File: src/rtl/miner_pkg.sv
// miner_pkg: state encoding shared by the miner sequencing controller.
package miner_pkg;

  localparam int CUR_STATE_W = 3;

  typedef enum logic [CUR_STATE_W-1:0] {
    IDLE     = 3'd0,
    LOAD_MID = 3'd1,
    LOAD_REM = 3'd2,
    SOLVE    = 3'd3,
    HALT     = 3'd4
  } state_t;

endpackage

File: src/rtl/rr_arbiter.sv
// rr_arbiter: combinational round-robin pick of the first set request bit
// at or above i_rr_ptr, wrapping. NUM_CORES must be a power of two.
module rr_arbiter #(
  parameter int NUM_CORES = 4,
  parameter int IDX_W     = (NUM_CORES > 1) ? $clog2(NUM_CORES) : 1
) (
  input  logic [NUM_CORES-1:0] i_req,
  input  logic [IDX_W-1:0]     i_rr_ptr,
  output logic [IDX_W-1:0]     o_grant_idx,
  output logic                 o_any_grant
);

  int                   w_idx;
  logic [NUM_CORES-1:0] w_rot;

  // Scan from the pointer upward; the first hit wins.
  always_comb begin
    o_grant_idx = '0;
    o_any_grant = 1'b0;
    w_idx       = 0;
    w_rot       = '0;
    for (int k = 0; k < NUM_CORES; k++) begin
      w_idx = (int'(i_rr_ptr) + k) & (NUM_CORES - 1);
      w_rot = i_req >> w_idx;
      if (!o_any_grant && w_rot[0]) begin
        o_any_grant = 1'b1;
        o_grant_idx = IDX_W'(w_idx);
      end
    end
  end

endmodule

File: src/rtl/mining_controller.sv
// mining_controller: sequences a mining job through midstate load,
// remaining-header load, parallel nonce search and claim verification.
// Optional macro MINER_VERIFY_TIMEOUT_EN adds a verify watchdog in HALT.
module mining_controller
  import miner_pkg::*;
#(
  parameter int NUM_CORES      = 4,
  parameter int NONCE_W        = 32,
  parameter int MIDSTATE_WORDS = 8,
  parameter int REMAIN_WORDS   = 3,
  parameter int VERIFY_TIMEOUT = 1024,
  localparam int IDX_W  = (NUM_CORES > 1) ? $clog2(NUM_CORES) : 1,
  localparam int MAXW   = (MIDSTATE_WORDS > REMAIN_WORDS) ? MIDSTATE_WORDS : REMAIN_WORDS,
  localparam int WIDX_W = (MAXW > 1) ? $clog2(MAXW) : 1
) (
  input  logic                   clk,
  input  logic                   rst,
  input  logic                   start,
  input  logic                   abort,
  input  logic                   word_valid,
  output logic                   word_ready,
  output logic                   load_mid_en,
  output logic                   load_rem_en,
  output logic [WIDX_W-1:0]      word_idx,
  output logic                   solve_en,
  output logic [NONCE_W-1:0]     nonce_base,
  input  logic [NUM_CORES-1:0]   core_claim,
  output logic                   halt,
  output logic [IDX_W-1:0]       grant_idx,
  output logic [NONCE_W-1:0]     claim_nonce,
  input  logic                   verify_done,
  input  logic                   verify_pass,
  output logic                   sol_valid,
  output logic                   exhausted,
  output logic [CUR_STATE_W-1:0] cur_state
);

  state_t               r_state, w_state;
  logic [WIDX_W-1:0]    r_word_idx, w_word_idx;
  logic [NONCE_W-1:0]   r_nonce_base, w_nonce_base;
  logic [NUM_CORES-1:0] r_mask, w_mask;
  logic [IDX_W-1:0]     r_rr_ptr, w_rr_ptr;
  logic [IDX_W-1:0]     r_grant_idx, w_grant_idx;
  logic [NONCE_W-1:0]   r_claim_nonce, w_claim_nonce;
  logic                 r_sol_valid, w_sol_valid;
  logic                 r_exhausted, w_exhausted;

  logic                 w_accept;
  logic [NONCE_W:0]     w_sum;
  logic [IDX_W-1:0]     w_arb_idx;
  logic                 w_arb_any;
  logic                 w_verify_fail;
  logic                 w_to_expired;

  rr_arbiter #(
    .NUM_CORES (NUM_CORES),
    .IDX_W     (IDX_W)
  ) u_arb (
    .i_req       (core_claim & ~r_mask),
    .i_rr_ptr    (r_rr_ptr),
    .o_grant_idx (w_arb_idx),
    .o_any_grant (w_arb_any)
  );

  assign w_accept = word_valid && word_ready;
  assign w_sum    = {1'b0, r_nonce_base} + (NONCE_W+1)'(NUM_CORES);

`ifdef MINER_VERIFY_TIMEOUT_EN
  localparam int TO_W = $clog2(VERIFY_TIMEOUT + 1);
  logic [TO_W-1:0] r_to_cnt;

  // Watchdog counts cycles spent in HALT; cleared whenever HALT is left.
  always_ff @(posedge clk or posedge rst) begin
    if (rst)                  r_to_cnt <= '0;
    else if (r_state != HALT) r_to_cnt <= '0;
    else                      r_to_cnt <= r_to_cnt + TO_W'(1);
  end

  assign w_to_expired = (r_state == HALT) && (r_to_cnt == TO_W'(VERIFY_TIMEOUT - 1));
`else
  assign w_to_expired = 1'b0;
`endif

  assign w_verify_fail = (verify_done && !verify_pass) || (!verify_done && w_to_expired);

  // Next-state and next-register values; abort overrides every transition.
  always_comb begin
    w_state       = r_state;
    w_word_idx    = r_word_idx;
    w_nonce_base  = r_nonce_base;
    w_mask        = r_mask;
    w_rr_ptr      = r_rr_ptr;
    w_grant_idx   = r_grant_idx;
    w_claim_nonce = r_claim_nonce;
    w_sol_valid   = 1'b0;
    w_exhausted   = 1'b0;
    case (r_state)
      IDLE: begin
        if (start) begin
          w_state      = LOAD_MID;
          w_nonce_base = '0;
          w_word_idx   = '0;
          w_mask       = '0;
        end
      end
      LOAD_MID: begin
        if (w_accept) begin
          if (r_word_idx == WIDX_W'(MIDSTATE_WORDS - 1)) begin
            w_word_idx = '0;
            w_state    = LOAD_REM;
          end else begin
            w_word_idx = r_word_idx + WIDX_W'(1);
          end
        end
      end
      LOAD_REM: begin
        if (w_accept) begin
          if (r_word_idx == WIDX_W'(REMAIN_WORDS - 1)) begin
            w_word_idx = '0;
            w_state    = SOLVE;
          end else begin
            w_word_idx = r_word_idx + WIDX_W'(1);
          end
        end
      end
      SOLVE: begin
        if (w_arb_any) begin
          // A claim beats a simultaneous overflow; base holds for resume.
          w_grant_idx   = w_arb_idx;
          w_claim_nonce = r_nonce_base + NONCE_W'(w_arb_idx);
          w_state       = HALT;
        end else begin
          w_nonce_base = w_sum[NONCE_W-1:0];
          w_mask       = '0;
          if (w_sum[NONCE_W]) begin
            w_exhausted = 1'b1;
            w_state     = IDLE;
          end
        end
      end
      HALT: begin
        if (verify_done && verify_pass) begin
          w_sol_valid = 1'b1;
          w_state     = IDLE;
        end else if (w_verify_fail) begin
          w_mask   = r_mask | (NUM_CORES'(1) << r_grant_idx);
          w_rr_ptr = IDX_W'((int'(r_grant_idx) + 1) & (NUM_CORES - 1));
          w_state  = SOLVE;
        end
      end
      default: w_state = IDLE;
    endcase
    if (abort) begin
      w_state     = IDLE;
      w_sol_valid = 1'b0;
      w_exhausted = 1'b0;
    end
  end

  // State register.
  always_ff @(posedge clk or posedge rst) begin
    if (rst) r_state <= IDLE;
    else     r_state <= w_state;
  end

  // Counters, mask, round-robin pointer, latched grant and pulse outputs.
  always_ff @(posedge clk or posedge rst) begin
    if (rst) begin
      r_word_idx    <= '0;
      r_nonce_base  <= '0;
      r_mask        <= '0;
      r_rr_ptr      <= '0;
      r_grant_idx   <= '0;
      r_claim_nonce <= '0;
      r_sol_valid   <= 1'b0;
      r_exhausted   <= 1'b0;
    end else begin
      r_word_idx    <= w_word_idx;
      r_nonce_base  <= w_nonce_base;
      r_mask        <= w_mask;
      r_rr_ptr      <= w_rr_ptr;
      r_grant_idx   <= w_grant_idx;
      r_claim_nonce <= w_claim_nonce;
      r_sol_valid   <= w_sol_valid;
      r_exhausted   <= w_exhausted;
    end
  end

  assign word_ready  = (r_state == LOAD_MID) || (r_state == LOAD_REM);
  assign load_mid_en = (r_state == LOAD_MID);
  assign load_rem_en = (r_state == LOAD_REM);
  assign solve_en    = (r_state == SOLVE);
  assign halt        = (r_state == HALT);
  assign word_idx    = r_word_idx;
  assign nonce_base  = r_nonce_base;
  assign grant_idx   = r_grant_idx;
  assign claim_nonce = r_claim_nonce;
  assign sol_valid   = r_sol_valid;
  assign exhausted   = r_exhausted;
  assign cur_state   = r_state;

endmodule

File: config.mk
export PLATFORM = sky130hd
export DESIGN_NAME = mining_controller
export DESIGN_NICKNAME = d
export VERILOG_FILES = /design/src/rtl/miner_pkg.sv /design/src/rtl/rr_arbiter.sv /design/src/rtl/mining_controller.sv
export SDC_FILE = /design/constraint.sdc
export NUM_CORES = 1
export LEC_CHECK = 0
export ABC_AREA = 1
export CORE_MARGIN = 2
export CORE_UTILIZATION = 60
export CTS_BUF_LIST = sky130_fd_sc_hd__clkbuf_4
export DETAILED_ROUTE_END_ITERATION = 16
export DONT_BUFFER_PORTS = 1
export PLACE_DENSITY = 0.76
export SETUP_SLACK_MARGIN = 0.4
export SYNTH_ARGS = -nofsm -noshare
export SYNTH_HDL_FRONTEND = slang
export SYNTH_SLANG_ARGS = --single-unit
File: constraint.sdc
create_clock -name clk -period 3.8 [get_ports clk]
set_input_delay 0.38 -clock clk [delete_from_list [all_inputs] [get_ports clk]]
set_output_delay 0.38 -clock clk [all_outputs]
set_load 0.02 [all_outputs]
==> impl_metrics.toml <==
[worst_setup_path]
critPathLaunchType = "register"
crit_chain = "inv_1, nor3_2, buf_4, inv_2, o21ai_0, nand2_1, nor2_8, nand2_1, o21ai_2"
worst_path_most_repeated_cell = "nand2_1"
worst-r2r-setup-slack_ps = 1100
cp-end-kind = "register"
worstPathArrival_ps = 3050
crit_type = "register to register"
crit_path_max_fanout = 55
crit_slowest_cell = "nor2_8"
cpPeakStageDelay_ps = 660
required_ps = 4160

[place]
dp_cells = 725
dpl.hpwl_um = 8981
portBuffers = 0
place_congestion = 1.011

[global_route]
grt_overflow = 0
antenna_found_initial = 0
grt_pass1_wl_um = 19510
grt_start_max_net_pins = 56
grt_usage = 0.2934
grt_pass1_vias = 3973

[run]
cap_violations = 0

[clock_network]
ctsRootBufferMaster = "clkbuf_4"
clk_pin_slew_worst_paths_ps = 120
cts.path.max_buffers = 2
htreeDepth = 3
ctsResizeCount = 0
numCtsBuffers = 9
numClockSinks = 77
insertion_delay_ps = 420
tritoncts = "yes"

[finish]
finalNonFillerCells = 741
final_cell_mix = "187 x nand2_1, 78 x nor2_1, 77 x dfrtp_1"
fin_util = 0.6338
drive_gt1_frac = 0.06416
multi_input_area_um2 = 2384
n_antenna_cell = 0
regArea_um2 = 1927
syn_to_final_growth_pct = 3.722
layout.nets = 656
n_fill_cell = 697
layout_commonest_cell = "nand2_1"

[logic_synthesis]
yosys-top-cells-area = "dfrtp_1 41%, nand2_1 15%, nor2_1 6.3%"
ys_ff_latch = 77
synth_top_area_frac = 0.4123
syn_area_um2 = 4673
synth_warnings = 0
synth_cell_type_count = 36
syn_inst = 638
avgSynthCellArea_um2 = 7.325
synth_area_leader_cell = "dfrtp_1"
seq_area_frac_synth = 0.4123

[floorplanning]
pin_count = 90
rows = 32
die_w_um = 92.26
core-area_um2 = 7647
die_height_um = 92.26
initial_core_util = 0.6111
die_area_um2 = 8511

[power_and_ir_drop]
p_sw_mw = 1.194
p_int_mw = 1.370
power_mw = 2.564
p_leak_nw = 2.080
sw_frac_of_total = 0.4658
power-per-cell-area_nw_per_um2 = 529.0
combinationalPowerShare = 0.348
ir_drop_mv = 0.4319
seqPwrFrac = 0.469
clock_power_share = 0.183

[sta]
setup_violations = 0
skew_ps = 11.09
fmax_ghz = 0.3707
hold_viol_final = 0
tightest_slew_ps = 937.4
rsz0062_at_grt = "false"
max-slew-margin-rel = 0.3742
fin_crit_ps = 2698
period_share = 0.7100
report.final.slew_viol_count = 0
fin_setup_tns_ps = 0

[route]
vias = 4199
drc_errors = 0
routed_wl_um = 11850
detail_route.first_pass.iterations = 4
antenna_left = 0
first_iter_violations = 240
vias_per_cell = 5.667
wl_per_cell_um = 16.00

[worst_hold_path]
hp-class = "input pin to asynchronous set/reset pin"

[run_status]
status = "finished, final reports clean"
synthesized netlist by cell type (all sizes together):
cell	count
a31oi	1
clkbuf	3
o22ai	1
nor3	17
a221oi	1
o21bai	1
o211a	1
buf	17
dfrtp	77
nand2	189
nand3	46
o21ai	68
xnor2	1
o211ai	1
nor3b	1
nor4	1
or2	1
nor2	82
nand4	16
xor2	28
inv	67
ha	10
a21oi	7
conb	1
logic make-up (layout without fill, tap and decap cells):
group,after synthesis,count (layout),synth area share
compound gates,81,81,0.09826
other cells,1,3,0.0008024
flops,77,77,0.4123
buf+inv,87,86,0.08273
simple gates,353,353,0.3248
xor+xnor,29,29,0.05435
fa+ha+maj,10,10,0.02677
final timing paths:
path / start / to / cells past startpoint
worst max-delay path: cur_state[1] / nonce_base[23] / 9
worst min-delay path: rst / word_idx[0] / 1
worst max register to register: cur_state[1] / nonce_base[23] / 9
worst min register to register: r_mask[3] / r_mask[3] / 2
max in group asynchronous: rst / claim_nonce[23] / 2
min in group clk: abort / cur_state[2] / 1
per-layer routing:
| metal | GRT usage | wire length [µm] | up-vias |
|---|---|---|---|
| met1 | 0.3735 | 4872 | 1973 |
| met2 | 0.4920 | 5814 | 156 |
| li1 | - | - | 2048 |
| met5 | 0 | 0 | - |
| met4 | 0.09080 | 265 | 0 |
| met3 | 0.07560 | 900 | 22 |
power groups by stage:
| stage | sequential, mW | clock [mW] | combinational [mW] |
|---|---|---|---|
| final | 1.20 | 0.469 | 0.893 |
| after global routing | 1.22 | 0.510 | 1.02 |
| after CTS | 1.21 | 0.478 | 0.891 |
| after detailed placement | 1.22 | 0 | 0.885 |
| after global placement | 1.22 | 0 | 0.861 |
| after floorplan | 1.18 | 0 | 0.816 |
through the flow:
| step | worst slack (ps) | hold slack, ps | instance area (µm²) |
|---|---|---|---|
| 2_1_floorplan | 1453 | 510.1 | 4681 |
| 3_3_place_gp | 1271 | 454.2 | 4715 |
| 5_1_grt | 866.2 | 19.86 | 4847 |
| 3_5_place_dp | 1161 | 458.8 | 4715 |
| 6_report | 1102 | 26.47 | 4847 |
| 4_1_cts | 1114 | 22.88 | 4847 |
critical path, delay by kind of cell, from the launching register on:
kind / cells / cell delay, ps
compound gates: 2 / 240
buf+inv: 3 / 670
flops: 1 / 500
simple gates: 4 / 1190
final cells by class:
type | instances | share of cell area
Clock inverter | 6 | 0.01136
Timing Repair Buffer | 4 | 0.006711
Inverter | 67 | 0.05240
Sequential cell | 77 | 0.3975
Multi-Input combinational cell | 476 | 0.4917
Clock buffer | 9 | 0.01394
Tap cell | 102 | 0.02633
state kept, by name, summed over array words and instances (netlist names):
register,flops
sol_valid,1
r_rr_ptr,2
claim_nonce,31
grant_idx,2
exhausted,1
r_mask,4
cur_state,3
nonce_base,30
word_idx,3
timing repair:
item                                   in CTS  in global routing
setup buffers                               0                  0
hold buffers                                1                  0
endpoints found under the hold margin       2                  0
(Power assumes the default switching activity.)
